==> config.mk <==
export PLATFORM = sky130hd
export DESIGN_NAME = decoder_rr_arbiter
export DESIGN_NICKNAME = d
export VERILOG_FILES = /design/src/rtl/decoder_rr_arbiter.sv
export SDC_FILE = /design/constraint.sdc
export NUM_CORES = 1
export LEC_CHECK = 0
export BUFFER_PORTS_ARGS = -buffer_cell sky130_fd_sc_hd__buf_4
export CORE_MARGIN = 10
export CORE_UTILIZATION = 45
export CTS_CLUSTER_SIZE = 10
export DETAILED_ROUTE_END_ITERATION = 12
export PLACE_DENSITY = 0.69
export SLEW_MARGIN = 20
export SYNTH_ARGS = -nofsm -noshare
export SYNTH_HDL_FRONTEND = slang
export SYNTH_SLANG_ARGS = --single-unit
==> constraint.sdc <==
create_clock -name sys_clk -period 2.89 [get_ports sys_clk]
set_input_delay 0.1445 -clock sys_clk [delete_from_list [all_inputs] [get_ports sys_clk]]
set_output_delay 0.1445 -clock sys_clk [all_outputs]
set_load 0.05 [all_outputs]
==> src/rtl/decoder_rr_arbiter.sv <==
// ----------------------------------------------------------------------------
// decoder_rr_arbiter
//
// Eight-way round-robin arbiter with a registered grant index and a one-hot
// decoded copy of that index. The search for a winner starts at ptr and
// wraps modulo 8. ptr advances to (last winner + 1) each time a grant ends.
// One idle GAP cycle always separates two consecutive grants.
//
// Optional feature (compile-time macro ARB_TIMEOUT_EN):
//   defined   - an 8-bit hold counter caps every grant at MAX_HOLD cycles.
//               timeout_pulse marks the last cycle of a force-ended grant.
//   undefined - there is no counter, grants are unbounded and
//               timeout_pulse is tied to 0.
//
// Parameters:
//   MAX_HOLD       maximum GRANT cycles per grant when the timeout is
//                  compiled in (1..255)
//
// Ports:
//   sys_clk        single clock; all state changes on the rising edge
//   sys_rst        asynchronous, active-high reset
//   req[7:0]       level-sensitive request lines, bit i = requester i
//   done[7:0]      release strobes; only the bit of the granted index counts
//   grant_valid    a grant is active this cycle
//   grant_idx[2:0] granted index (bit 2 -> decoder in_1, bit 1 -> in_2,
//                  bit 0 -> in_3); holds its value while no grant is active
//   grant_oh[7:0]  one-hot decode of grant_idx, all zeros when no grant
//   timeout_pulse  one-cycle pulse on the last cycle of a timed-out grant
// ----------------------------------------------------------------------------
module decoder_rr_arbiter #(
    parameter int unsigned MAX_HOLD = 16
) (
    input  logic       sys_clk,
    input  logic       sys_rst,
    input  logic [7:0] req,
    input  logic [7:0] done,
    output logic       grant_valid,
    output logic [2:0] grant_idx,
    output logic [7:0] grant_oh,
    output logic       timeout_pulse
);

    typedef enum logic [1:0] {
        IDLE  = 2'd0,
        GRANT = 2'd1,
        GAP   = 2'd2
    } state_t;

    state_t     state;
    state_t     state_n;
    logic [2:0] ptr;
    logic [2:0] ptr_n;
    logic [2:0] idx_n;
    logic [2:0] winner;
    logic       timeout_hit;
    logic       grant_end;

    if (MAX_HOLD < 1 || MAX_HOLD > 255) begin : g_bad_max_hold
        $error("decoder_rr_arbiter: MAX_HOLD must be within 1..255");
    end

    // Round-robin search. Offsets are scanned from 7 down to 0 so that the
    // smallest offset from ptr (the highest-priority requester) is written last.
    always_comb begin
        winner = ptr;
        for (int k = 7; k >= 0; k--) begin
            if (req[ptr + 3'(k)]) begin
                winner = ptr + 3'(k);
            end
        end
    end

`ifdef ARB_TIMEOUT_EN
    localparam logic [7:0] HOLD_LAST = 8'(MAX_HOLD - 1);

    logic [7:0] hold_cnt;
    logic [7:0] hold_cnt_n;
    logic       timeout_pulse_n;

    assign timeout_hit = (hold_cnt == HOLD_LAST);
`else
    assign timeout_hit = 1'b0;
`endif

    // Only meaningful while in GRANT; done bits of other requesters never count.
    assign grant_end = done[grant_idx] | ~req[grant_idx] | timeout_hit;

    // Next-state logic.
    // NOTE: every signal written here gets a default first, so no path leaves
    // it unassigned and no latch can be inferred.
    always_comb begin
        state_n = state;
        idx_n   = grant_idx;
        ptr_n   = ptr;
        case (state)
            IDLE, GAP: begin
                if (|req) begin
                    state_n = GRANT;
                    idx_n   = winner;
                end else begin
                    state_n = IDLE;
                end
            end
            GRANT: begin
                if (grant_end) begin
                    state_n = GAP;
                    ptr_n   = grant_idx + 3'd1;
                end
            end
            default: state_n = IDLE;
        endcase
    end

    // State and registered outputs. The outputs are computed from the next
    // state, so they line up with the state register without any output decode.
    // NOTE: sequential state uses non-blocking assignments only, so every flop
    // samples values from before the edge regardless of statement order.
    always_ff @(posedge sys_clk or posedge sys_rst) begin
        if (sys_rst) begin
            state       <= IDLE;
            ptr         <= 3'd0;
            grant_valid <= 1'b0;
            grant_idx   <= 3'd0;
            grant_oh    <= 8'd0;
        end else begin
            state       <= state_n;
            ptr         <= ptr_n;
            grant_valid <= (state_n == GRANT);
            grant_idx   <= idx_n;
            grant_oh    <= (state_n == GRANT) ? (8'd1 << idx_n) : 8'd0;
        end
    end

`ifdef ARB_TIMEOUT_EN
    // Counter reads 0 on the first GRANT cycle and k on the (k+1)-th. Any
    // cycle spent outside GRANT primes it to restart at 0 on the next entry.
    // The pulse is computed one cycle early so that it can be registered and
    // still coincide with the final GRANT cycle.
    always_comb begin
        hold_cnt_n = hold_cnt + 8'd1;
        if (state != GRANT) begin
            hold_cnt_n = 8'd0;
        end
        timeout_pulse_n = (state_n == GRANT) && (hold_cnt_n == HOLD_LAST);
    end

    always_ff @(posedge sys_clk or posedge sys_rst) begin
        if (sys_rst) begin
            hold_cnt      <= 8'd0;
            timeout_pulse <= 1'b0;
        end else begin
            hold_cnt      <= hold_cnt_n;
            timeout_pulse <= timeout_pulse_n;
        end
    end
`else
    assign timeout_pulse = 1'b0;
`endif

endmodule

Yosys cells after proc, flatten, opt, wreduce, memory -nomap -nowiden

Index checks and enable logic that the tools add are counted.

Register bits after elaboration: 17
Output and inout port bits: 13
Logic and storage cells: 66

$add $sub $neg: 8
$lt $le $gt $ge: 9
Equal/unequal tests: 3
Shift operators: 1
Muxes and demuxes: 34
Bitwise gates (word level): 2
Reduce and logical (&&, ||, !) cells: 4

Operators with widths:

| kind                                                                 | number |
|---|---|
| 3-bit by 4-bit < comparator with 1-bit output, second input constant | 9 |
| 1-bit binary-select mux with 3-bit select                            | 10 |
| 3-bit two-way mux                                                    | 10 |
| 3-bit adder, second input constant                                   | 4 |
| 1-bit two-way mux                                                    | 11 |
| 8-bit two-way mux                                                    | 1 |
| 8-bit OR reduction                                                   | 1 |
| 1-bit by 3-bit left shift with 8-bit output, first input constant    | 1 |
| 3-bit by 1-bit adder with 3-bit output, second input constant        | 2 |
| 3-bit by 2-bit adder with 3-bit output, second input constant        | 2 |
| 2-bit by 1-bit == test with 1-bit output, second input constant      | 2 |
| 2-bit one-hot mux with 2 select lines                                | 1 |
| 2-bit == test, second input constant                                 | 1 |
| 2-bit logical NOT                                                    | 1 |
| 2-bit two-way mux                                                    | 1 |
| 2-bit AND reduction                                                  | 1 |
| 2-bit OR reduction                                                   | 1 |
| 1-bit inverter                                                       | 1 |
| 1-bit bitwise OR                                                     | 1 |

Depth between registers and ports, before layout

Depth in word-level cells: 15
Depth in mapped cells: 12
Depth with buffers taken out: 10

Worst setup path after synthesis

Ideal clock, no wire load.

Kind: register to register
Start point: register ptr[1]
End point: register grant_oh[0]
Library setup time: 0.072 ns
Data arrival time: 3.078 ns
Setup slack: -0.260 ns
Stages on the path, launching flop included: 12
Path buffers: 2
Path through: dfrtp_1 clkbuf_1 inv_1 ha_1 buf_6 mux2_2 mux4_2 nor4_1 a21oi_1 a31o_4 or3b_1 nor2_1

Word-level cells in the longest chain between the ends: 15

Ends and longest elaborated chain:

| element                                       | line   | RTL |
|---|---|---|
| start, declared                               | 51     | `logic [2:0] ptr;` |
| start signal, assigned                        | 127    | `ptr <= ptr_n;` |
| 3-bit adder                                   | 67, 68 |  |
| 1-bit binary-select mux with 3-bit select     | 67     | `if (req[ptr + 3'(k)]) begin` |
| 1-bit two-way mux (not written as such)       | 67     |  |
| 3-bit two-way mux (7 in a row)                | 67     |  |
| 3-bit two-way mux *                           | 67     |  |
| 3-bit two-way mux *                           | 97     | `if (\|req) begin` |
| 3-bit two-way mux *                           | 95     | `case (state)` |
| named net idx_n[1]                            | 53     | `logic [2:0] idx_n;` |
| 1-bit by 3-bit left shift with 8-bit output * | 130    | `grant_oh <= (state_n == GRANT) ? (8'd1 << idx_n) : 8'd0;` |
| 8-bit two-way mux *                           | 130    |  |
| end signal, assigned                          | 130    |  |
| end, declared                                 | 39     | `output logic [7:0] grant_oh,` |

Mark *: on every way through the listed nets, which the timed path passes. The rest lies on a longest branch. The select of a mux whose other input is x is not followed.
A chain may end at the register's enable or synchronous reset.

Worst setup path in the final report

Same ends and word-level chain as after synthesis.

==> impl_metrics.tcl <==
set metrics [dict create \
    holdCritPathClass "input pin to asynchronous set/reset pin" \
    fmax_mhz 362 \
    layout.area.seq_um2 425 \
    run_status "complete, but fails checks" \
    met1_usage 0.179 \
    cp-start-kind "register" \
    grt_use_total 0.145 \
    tightest_slew_ps 656 \
    dp_hpwl_mm 3.62 \
    viasPerCell 6.15 \
    synth_cells 170 \
    end_kind "register" \
    grt_max_degree 18 \
    maxCapViolations 0 \
    p_clk_frac 0.061 \
    netSwitchingFraction 0.502 \
    cp.required_ps 3070 \
    hold_buffers 0 \
    wl_per_cell_um 19.1 \
    synth_ff_type "dfrtp_1" \
    fillers 316 \
    areaGrowthSynthToFinish_pct 20.8 \
    yosysUniqueCellTypes 45 \
    die_w_um 80.6 \
    hold_viol_final 17 \
    holdWs_ps -23.0 \
    leakagePower_nw 0.880 \
    dieArea_um2 6500 \
    crit_arrival_ps 2950 \
    relSlewSlack 0.562 \
    yosysWarnings 0 \
    drc 0 \
    antenna_left 0 \
    avgSynthCellArea_um2 9.72 \
    stdcell_count 246 \
    floorplan.initialDensity 0.480 \
    n_antenna_cell 0 \
    max_stage_delay_ps 510 \
    path_max_fanout 11 \
    root_buffer "clkbuf_8" \
    ys_ff_latch 17 \
    vdd_drop_max_v 0.000801 \
    synthArstFlopShare 1.00 \
    finalCritPeriodShare 0.956 \
    grt_pass1_wl_mm 7.60 \
    numClockSinks 17 \
    syn_nets 191 \
    synth_seq_area_share 0.257 \
    timing.rr.start "ptr[1]" \
    drt_iter0_markers 140 \
    layout_commonest_cell "buf_4" \
    vias 1514 \
    critPathKind "register to register" \
    power_switching_mw 1.41 \
    powerDensity_nw_per_um2 1400 \
    crit_start "ptr[1]" \
    fp-row-count 21 \
    slew_viol_final 0 \
    port-buffer-count 29 \
    skew_ps 4.74 \
    grt.met2_usage 0.250 \
    clockBufferDepth 2 \
    failed_checks "hold timing" \
    place_congestion 0.889 \
    min_period_ps 2760 \
    final_nets 222 \
    seq_power_share 0.161 \
    synth-edff-count 0 \
    htree_levels 1 \
    grt_pass1_vias 1537 \
    p_total_mw 2.80 \
    path_cells "inv_1 > ha_4 > mux2_2 > mux4_2 > nor4_2 > a21oi_1 > a31o_4 > or3b_1 > nor2_1" \
    clock_latency_ps 250 \
    layout-drive-gt1-share 0.355 \
    dp.cells 241 \
    wirelength_mm 4.70 \
    first_pass_iters 4 \
    numCtsBuffers 3 \
    internal_power_mw 1.40 \
    netlist_area_um2 1650 \
    finalSetupViolCount 0 \
    fp.coreArea_um2 3440 \
    final_cell_mix "buf_4, dfrtp_1, nand2_1" \
    antenna_found_initial 0 \
    io_pins 31 \
    multi_input_area_um2 1130 \
    die_height_um 80.6 \
    pwr-share-comb 0.778 \
    cts_tree "yes" \
    slowest_stage "mux4_2" \
    busiest_layer "met2" \
    tns_ps 0 \
    grt_util_met3 0.0278 \
    clk_pin_slew_ps 70 \
    gr-total-overflow 0 \
    rsz0062_at_grt "false" \
]
[cells in the mapped netlist (4+ instances only)]
library cell	number	area, µm²
a21oi_1	5	25.0
clkbuf_1	7	26.3
dfrtp_1	17	425
inv_1	12	45.0
mux2_2	9	101
mux2i_1	9	90.1
mux4_2	10	225
nand2_1	15	56.3
nand3_1	4	20.0
nor2_1	13	48.8
nor2b_1	4	25.0
o32ai_1	5	43.8
[stage by stage]
stage / instance area [µm²] / utilization / setup slack, ps
2_1_floorplan: 1670 / - / 23.7
6_report: 2000 / 0.580 / 127
4_1_cts: 1980 / 0.576 / 107
5_1_grt: 2000 / 0.580 / 11.6
3_5_place_dp: 1940 / 0.563 / 115
3_3_place_gp: 1940 / 0.563 / 208
[worst max-delay path: cells and delay by family (launching register included)]
| family | cells | cell delay, ps |
|---|---|---|
| compound gates | 2 | 370 |
| mux | 2 | 870 |
| buf+inv | 1 | 90 |
| simple gates | 3 | 650 |
| fa+ha+maj | 1 | 370 |
| flops | 1 | 350 |
[sequential cells by signal, summed over array words and instances (netlist names)]
register     cells
grant_valid      1
state            2
grant_idx        3
grant_oh         8
ptr              3
[per-layer routing]
| layer | part of all wire | wire, µm |
|---|---|---|
| met4 | 0.016 | 77 |
| met1 | 0.40 | 1900 |
| met2 | 0.52 | 2460 |
| met3 | 0.056 | 263 |
| met5 | 0 | 0 |
[kinds of logic after synthesis]
| family | after synthesis | synth area share |
|---|---|---|
| AND/OR/NAND/NOR | 53 | 0.159 |
| AO/OA/AOI/OAI | 37 | 0.179 |
| multiplexers | 31 | 0.293 |
| buffers and inverters | 25 | 0.0704 |
| flip-flops | 17 | 0.257 |
| adder cells (fa/ha/maj) | 3 | 0.0227 |
| XOR/XNOR | 3 | 0.0159 |
| other | 1 | 0.00227 |
[final cells by class]
type,instances,share of cell area
Multi-Input combinational cell,128,0.566
Sequential cell,17,0.213
Timing Repair Buffer,39,0.147
Tap cell,46,0.0288
Inverter,12,0.0226
Clock buffer,3,0.0207
Clock inverter,1,0.00251
[final timing paths]
path / to / slack, ps / depth (start not counted)
min: grant_oh[7] / -20 / 2
max reg2reg: grant_oh[0] / 130 / 9
max: grant_oh[0] / 130 / 9
min in group sys_clk: grant_valid / 480 / 4
min reg2reg: state[1] / 510 / 1
max in group asynchronous: grant_idx[0] / 2510 / 2
[timing repair]
item                       CTS  global route
setup endpoints to repair    0             2
resized for setup            0             1
setup buffers                0             1
[power by group through the flow]
stage	Clock, mW	Combinational [mW]	Sequential, mW
after floorplan	0	1.47	0.579
after global routing	0.189	2.37	0.465
after detailed placement	0	2.13	0.453
after global placement	0	2.07	0.447
after CTS	0.176	2.14	0.451
final	0.172	2.18	0.450
Note: power is estimated with default switching activity, not from simulation.
